===== src/rtl/aes_stream_pkg.sv =====
// Shared AES stream definitions: word/block widths and typedefs used by the
// word stacker, the block unstacker and the cipher core.
package aes_stream_pkg;
  localparam int AES_WORD_W   = 32;
  localparam int AES_NB_WORDS = 4;
  localparam int AES_BLOCK_W  = AES_WORD_W * AES_NB_WORDS;

  typedef logic [AES_WORD_W-1:0]  aes_word_t;
  typedef logic [AES_BLOCK_W-1:0] aes_block_t;
endpackage


===== src/rtl/word_bswap.sv =====
// Purely combinational byte reversal of one word (byte 0 <-> byte N-1, ...).
// Only instantiated by word_stacker when WORD_STACKER_BSWAP_EN is defined.
module word_bswap import aes_stream_pkg::*; #(
  parameter int WORD_W = AES_WORD_W
) (
  input  logic [WORD_W-1:0] word,
  output logic [WORD_W-1:0] swapped
);
  localparam int NB_BYTES = WORD_W / 8;

  for (genvar b = 0; b < NB_BYTES; b++) begin : g_byte
    assign swapped[8*b +: 8] = word[WORD_W-8-8*b +: 8];
  end
endmodule


===== src/rtl/word_stacker.sv =====
// word_stacker: gathers NB_WORDS input words into one block, first word in the
// most-significant lane, and offers it on a valid/ready output. A separate
// output register lets the next block collect while the consumer stalls; only
// the final word of a block waits for the output register to free up.
// Optional build macro WORD_STACKER_BSWAP_EN: byte-reverse each word before
// it is inserted into its lane.
module word_stacker import aes_stream_pkg::*; #(
  parameter int WORD_W   = AES_WORD_W,
  parameter int NB_WORDS = AES_NB_WORDS
) (
  input  logic                       clk_i,
  input  logic                       rst_i,
  input  logic                       clr_i,
  input  logic                       enable_i,
  input  logic                       in_valid_i,
  output logic                       in_ready_o,
  input  logic [WORD_W-1:0]          in_word_i,
  output logic                       out_valid_o,
  input  logic                       out_ready_i,
  output logic [WORD_W*NB_WORDS-1:0] out_block_o,
  output logic                       busy_o
);
  localparam int BLOCK_W = WORD_W * NB_WORDS;
  localparam int ACC_W   = (NB_WORDS - 1) * WORD_W;
  localparam int CNT_W   = $clog2(NB_WORDS);
  localparam logic [CNT_W-1:0] LAST = CNT_W'(NB_WORDS - 1);

  logic [CNT_W-1:0]   cnt_r;
  logic [ACC_W-1:0]   acc_r;
  logic [BLOCK_W-1:0] out_r;
  logic               full_r;

  logic [WORD_W-1:0]  ins_word;
  logic               at_last;
  logic               in_fire;
  logic               out_fire;
  logic               last_fire;

`ifdef WORD_STACKER_BSWAP_EN
  word_bswap #(.WORD_W(WORD_W)) u_bswap (
    .word    (in_word_i),
    .swapped (ins_word)
  );
`else
  assign ins_word = in_word_i;
`endif

  // Only the final lane has to wait for the output register; out_ready_i lets
  // a same-cycle hand-off reload the register without a bubble.
  assign at_last     = (cnt_r == LAST);
  assign in_ready_o  = enable_i & (~at_last | ~full_r | out_ready_i);
  assign out_valid_o = enable_i & full_r;
  assign out_block_o = out_r;
  assign busy_o      = (cnt_r != '0) | full_r;

  assign in_fire   = in_valid_i & in_ready_o;
  assign out_fire  = out_valid_o & out_ready_i;
  assign last_fire = in_fire & at_last;

  // Lane collection, block hand-off and output occupancy; enable low freezes all.
  always_ff @(posedge clk_i) begin
    if (rst_i || clr_i) begin
      cnt_r  <= '0;
      acc_r  <= '0;
      out_r  <= '0;
      full_r <= 1'b0;
    end else if (enable_i) begin
      if (in_fire) begin
        if (at_last) begin
          // acc_r is left as is; every lane is overwritten by the next block.
          out_r <= {acc_r, ins_word};
          cnt_r <= '0;
        end else begin
          for (int k = 0; k < NB_WORDS - 1; k++) begin
            if (cnt_r == CNT_W'(k)) acc_r[ACC_W-1-k*WORD_W -: WORD_W] <= ins_word;
          end
          cnt_r <= cnt_r + CNT_W'(1);
        end
      end
      if (last_fire)     full_r <= 1'b1;
      else if (out_fire) full_r <= 1'b0;
    end
  end
endmodule

===== config.mk =====
export PLATFORM = sky130hd
export DESIGN_NAME = word_stacker
export DESIGN_NICKNAME = d
export VERILOG_FILES = /design/src/rtl/aes_stream_pkg.sv /design/src/rtl/word_bswap.sv /design/src/rtl/word_stacker.sv
export SDC_FILE = /design/constraint.sdc
export NUM_CORES = 1
export LEC_CHECK = 0
export CORE_MARGIN = 2
export CORE_UTILIZATION = 30
export CTS_CLUSTER_DIAMETER = 30
export CTS_CLUSTER_SIZE = 30
export DETAILED_ROUTE_END_ITERATION = 10
export SKIP_CTS_REPAIR_TIMING = 1
export SLEW_MARGIN = 20
export SYNTH_ARGS = -nofsm -noshare
export SYNTH_HDL_FRONTEND = slang
export SYNTH_SLANG_ARGS = --single-unit

===== constraint.sdc =====
create_clock -name clk_i -period 4.2 [get_ports clk_i]
set_clock_uncertainty 0.05 [all_clocks]
set_input_delay 0.84 -clock clk_i [delete_from_list [all_inputs] [get_ports clk_i]]
set_output_delay 0.84 -clock clk_i [all_outputs]
set_load 0.03 [all_outputs]

==> impl_metrics.ini, run 1 <==
[global_route]
grt_max_degree = 103
gr-total-overflow = 0
grt_pass1_wl_um = 32120
gr-usage-all-layers_pct = 13.92
grt_pass1_vias = 6024
antenna_found_initial = 0

[finish]
num_antenna_cells = 0
fill_cells = 2515
utilization_pct = 44.82
layout-drive-gt1-share_pct = 10.64
nets = 1012
area_delta_synth_final_pct = 46.42

[clocking]
cts_root_buffer = clkbuf_16
clk_latency_ns = 0.52
path_clk_slew_ns = 0.04
cts_made_buffers = 49
clkSinkCount = 227
cts_htree_levels = 2
cts_buffer_depth = 3
cts_tree = yes

[setup_path]
startpoint_type = input pin
r2r_cells = 5
rrSetupSlack_ns = 2.15
crit_chain = clkdlybuf4s50_1 > nand3b_1 > and2_1 > clkdlybuf4s50_1
cp_common_cell = clkdlybuf4s50_1
r2r-end = acc_r[45]
critPathKind = input pin to output pin
cp.arrival_ns = 2.34
cpPeakStageDelay_ns = 0.67
regToRegStartpoint = cnt_r[0]
cp.required_ns = 3.31
crit_slowest_cell = clkdlybuf4s50_1
endpoint_kind = output pin
cp_max_fo = 5

[synth]
yosysTopAreaCell = dfxtp_1
seq_area_frac_synth_pct = 55.08
synthTopCellsByArea = dfxtp_1, mux2i_1, nand2_1, buf_2, buf_4
syn_area_um2 = 8250
synth_top_area_share_pct = 55.08
yosysWarnings = 0
synth.distinct_cells = 20
netlist_instances = 789
syn-num-nets = 831
synth_seq_cells = 227
synth.avg_cell_area_um2 = 10.46

[status]
status = completed

[die]
fp.coreArea_um2 = 26950
rows = 60
die_y_um = 169.8
io_pins = 169
die_w_um = 169.8
dieArea_um2 = 28840
start_util_pct = 30.61

[power_and_ir_drop]
p_per_area_nw_per_um2 = 542.9
ir_drop_mv = 0.2756
power.leakage_nw = 5.277
p_total_w = 0.006558

[placed_design]
dp_hpwl_um = 12490
finalWeightedCongestion = 0.6814
preCtsSetupSlack_ns = 0.9727
io_buffers = 168

[timing]
final_hold_viol_count = 0
max_freq_ghz = 0.3096
final_max_slew_viol_count = 0
rsz0062_at_grt = false
maxSlewHeadroom_pct = 42.14
worst_slack_ns = 0.9696
tightest_slew_ns = 0.8679
period_share_pct = 76.91
final-setup-viol-count = 0
min_period_ns = 3.230
setup-tns-final_ns = 0

[drt]
routed_wirelength_um = 19770
firstDrtPassIters = 4
drtIter0Drc = 285
wire_per_inst_um = 14.68
ant_nets = 0
via_per_inst = 4.419
drc = 0
vias = 5953

[run]
cap_viol_max_count = 0

[hold_path]
hp-class = register to register
min_to = out_block_o[12]
whs_path_depth = 2
min_from = out_block_o[12]
per-layer routing:
layer,GRT usage (%),wire [µm]
met1,17.38,8890
met2,22.59,9133
met3,4.698,1370
met4,4.608,379
met5,0,0
sequential cells by signal, summed over array words and instances (netlist names):
signal,count
out_block_o,128
acc_r,96
cnt_r,2
full_r,1
layout by cell type, fill, tap and decap left out, types with 2 or more instances in the layout:
cell,netlist,routed
mux2i_1,225,225
bufinv_16,0,12
clkbuf_8,0,7
ha_1,4,4
buf_4,15,12
clkbuf_16,0,51
inv_6,0,3
and4_2,0,2
buf_12,0,4
inv_1,2,2
nand2_1,261,261
nand4_1,3,3
dfxtp_1,227,227
nand2b_1,2,2
clkinvlp_4,0,3
clkdlybuf4s50_1,0,168
clkinv_4,0,5
clkinv_2,0,5
and2_1,2,2
cell type report:
class	count	area (µm²)	share of cell area [%]
clock buffer	59	1376	11.39
clock inverter	28	478.0	3.957
inverter	2	7.507	0.06214
sequential	227	4544	37.62
timing repair buffer	184	1852	15.33
multi-input combinational	506	3396	28.11
tap	341	426.7	3.532
worst max-delay path: cells and delay by family:
kind,cells,cell delay (ns)
simple gates,2,0.34
buf+inv,2,1.15
cell families (layout without fill, tap and decap cells):
logic type	after synthesis	in the layout	share of synthesized area, %
fa+ha+maj	4	4	0.6066
mux	225	225	27.30
compound gates	2	2	0.1668
flops	227	227	55.08
buf+inv	56	273	3.852
simple gates	275	275	13.00
synthesized netlist by cell type:
cell type / count
and4_1: 2
nand3b_1: 1
nand2b_1: 2
and2_1: 2
nand2_1: 261
or2_2: 1
nor4_1: 1
nand3_1: 1
nand4_1: 3
buf_4: 15
buf_6: 3
inv_1: 2
nor2_2: 1
clkbuf_1: 13
a21oi_1: 1
mux2i_1: 225
dfxtp_1: 227
buf_2: 23
a31o_2: 1
ha_1: 4
how the worst max path moves through the flow:
stage | cells after the start | slack, ns | from | endpoint
2_1_floorplan | 2 | 2.00 | out_ready_i | in_ready_o
3_3_place_gp | 4 | 1.0 | out_ready_i | in_ready_o
3_5_place_dp | 4 | 0.97 | out_ready_i | in_ready_o
4_1_cts | 4 | 0.97 | out_ready_i | in_ready_o
5_1_grt | 4 | 0.89 | out_ready_i | in_ready_o
6_report | 4 | 0.97 | out_ready_i | in_ready_o
report_power, final:
group / total [W] / internal, W / leakage [nW] / switching, W
Sequential: 0.00217 / 0.00217 / 1.83 / 0.00000236
Combinational: 0.000145 / 0.0000607 / 2.54 / 0.0000847
Clock: 0.00424 / 0.00305 / 0.904 / 0.00119
per-stage QoR:
stage / area, µm² / hold slack (ns) / std cells
after floorplan: 8250 / 0.3923 / 789
after detailed placement: 10230 / 0.4015 / 1260
after CTS: 12080 / 0.4074 / 1347
after global routing: 12080 / 0.4217 / 1347
after global placement: 10230 / 0.3921 / 1260
final: 12080 / 0.4027 / 1347
(Power assumes the default switching activity.)
==> run 2, diff against run 1 <==
==> constraint.sdc (replaced) <==
create_clock -name clk_i -period 2.9 [get_ports clk_i]
set_clock_uncertainty 0.05 [all_clocks]
set_input_delay 0.58 -clock clk_i [delete_from_list [all_inputs] [get_ports clk_i]]
set_output_delay 0.58 -clock clk_i [all_outputs]
set_load 0.03 [all_outputs]
==> run 2 against run 1 <==
Clock power is 37% higher. Utilization shrank 0.20 points. Total power up 40%. Setup slack got worse by 0.80 ns. Sequential cell count did not move. Global-route usage shrank 0.42 points. Wire length decreased by 1.1%. Via count about the same.
==> impl_metrics.ini, run 2 (synthesized netlist as in run 1, its figures left out) <==
[status]
status = completed

[clocking]
clk_latency_ns = 0.52
path_clk_slew_ns = 0.04
cts_buffer_depth = 3
clkSinkCount = 227
cts_root_buffer = clkbuf_16
cts_htree_levels = 2
cts_tree = yes
cts_made_buffers = 48

[die]
die_w_um = 169.8
dieArea_um2 = 28840
rows = 60
io_pins = 169
die_y_um = 169.8
start_util_pct = 30.61
fp.coreArea_um2 = 26950

[finish]
fill_cells = 2585
final_area_um2 = 12030
layout-drive-gt1-share_pct = 10.35
area_delta_synth_final_pct = 45.77
layout_common_cells = nand2_1, dfxtp_1, mux2i_1
largest_reg_flops = 128
final_common_cell = nand2_1
num_antenna_cells = 0
nets = 1008

[setup_path]
cp_max_fo = 5
cp.required_ns = 2.27
critPathKind = register to output pin
cp.arrival_ns = 2.10
startpoint_type = register
endpoint_kind = output pin

[global_route]
grt_pass1_vias = 5981
grt_pass1_wl_um = 31700
gr-usage-all-layers_pct = 13.51
gr-total-overflow = 0
antenna_found_initial = 0
grt_max_degree = 130
use_met2_pct = 21.69
use_met3_pct = 4.372
grt-busiest-layer = met2
grt_util_met1_pct = 17.31

[placed_design]
dp_hpwl_um = 11770
finalWeightedCongestion = 0.6927
io_buffers = 168
post_dp_cell_area_um2 = 10270

[timing]
max_freq_ghz = 0.3663
final-setup-viol-count = 0
final_hold_viol_count = 0
tightest_slew_ns = 0.5764
period_share_pct = 94.13
rsz0062_at_grt = false
final_max_slew_viol_count = 0
setup-tns-final_ns = 0
maxSlewHeadroom_pct = 61.57
min_period_ns = 2.730

[drt]
wire_per_inst_um = 14.52
drc = 0
vias = 5956
ant_nets = 0
firstDrtPassIters = 4
drtIter0Drc = 229
routed_wirelength_um = 19550
via_per_inst = 4.425

[power_and_ir_drop]
power.leakage_nw = 5.244
p_per_area_nw_per_um2 = 761.9
ir_drop_mv = 0.4083

[run]
cap_viol_max_count = 0

[hold_path]
hp-class = register to register
[run 2: cell types whose count changed in the layout (fill, tap and decap cells not counted), sizes merged]
cell / previous run / this run
inv: 5 / 6
bufinv: 12 / 9
clkinvlp: 3 / 4
clkinv: 10 / 13
buf: 16 / 13
[run 2: area by class of cell]
class / instances / area [µm²] / area share [%]
clock buffer: 59 / 1323 / 11.00
clock inverter: 30 / 437.9 / 3.641
inverter: 2 / 7.507 / 0.06242
multi-input combinational: 506 / 3396 / 28.24
sequential: 227 / 4544 / 37.79
tap: 341 / 426.7 / 3.548
timing repair buffer: 181 / 1892 / 15.73
[run 2: worst paths after layout]
kind | start | end | slack, ns | depth (start not counted)
setup / recovery | cnt_r[0] | in_ready_o | 0.17 | 4
hold / removal | out_block_o[37] | out_block_o[37] | 0.40 | 2
setup reg to reg | cnt_r[0] | acc_r[42] | 1.21 | 5
hold reg to reg | out_block_o[37] | out_block_o[37] | 0.40 | 2
[run 2: through the flow]
| stage | setup slack (ns) | hold WS (ns) | std cells | power (W) | utilization, % |
|---|---|---|---|---|---|
| floorplan | 1.222 | 0.3923 | 789 | 0.003318 | - |
| global placement | 0.2305 | 0.3948 | 1257 | 0.003416 | 38.09 |
| detailed placement | 0.1965 | 0.3986 | 1257 | 0.003417 | 38.09 |
| CTS | 0.1415 | 0.4044 | 1346 | 0.009286 | 44.62 |
| global route | 0.03589 | 0.4173 | 1346 | 0.009467 | 44.62 |
| finish | 0.1701 | 0.4032 | 1346 | 0.009163 | 44.62 |
[run 2: metal layers]
layer  vias up  routed length [µm]
li1       2993                   -
met1      2782                8951
met2       150                8934
met3        31                1349
met4         0                 314
met5         -                   0
[run 2: where the power goes]
| group | total, W | switching (W) | leakage, nW | internal [W] |
|---|---|---|---|---|
| Sequential | 0.00314 | 0.00000354 | 1.83 | 0.00314 |
| Combinational | 0.000209 | 0.000121 | 2.56 | 0.0000880 |
| Clock | 0.00581 | 0.00176 | 0.858 | 0.00405 |
[run 2: critical path, cell delays in order, from the launching register on]
cell,delay [ns]
dfxtp_1,0.39
ha_1,0.25
nand3b_1,0.17
and2_1,0.19
clkdlybuf4s50_1,0.59
==> run 3, diff against run 2 <==
--- a/config.mk
+++ b/config.mk
@@ -14,4 +14,5 @@
 export SLEW_MARGIN = 20
 export SYNTH_ARGS = -nofsm -noshare
 export SYNTH_HDL_FRONTEND = slang
+export SYNTH_HIERARCHICAL = 1
 export SYNTH_SLANG_ARGS = --single-unit
==> results of run 3 <==
No change in the layout: final DEF, timing and power equal those of run 2.
Among the figures that moved: Yosys warning count 0 -> 6
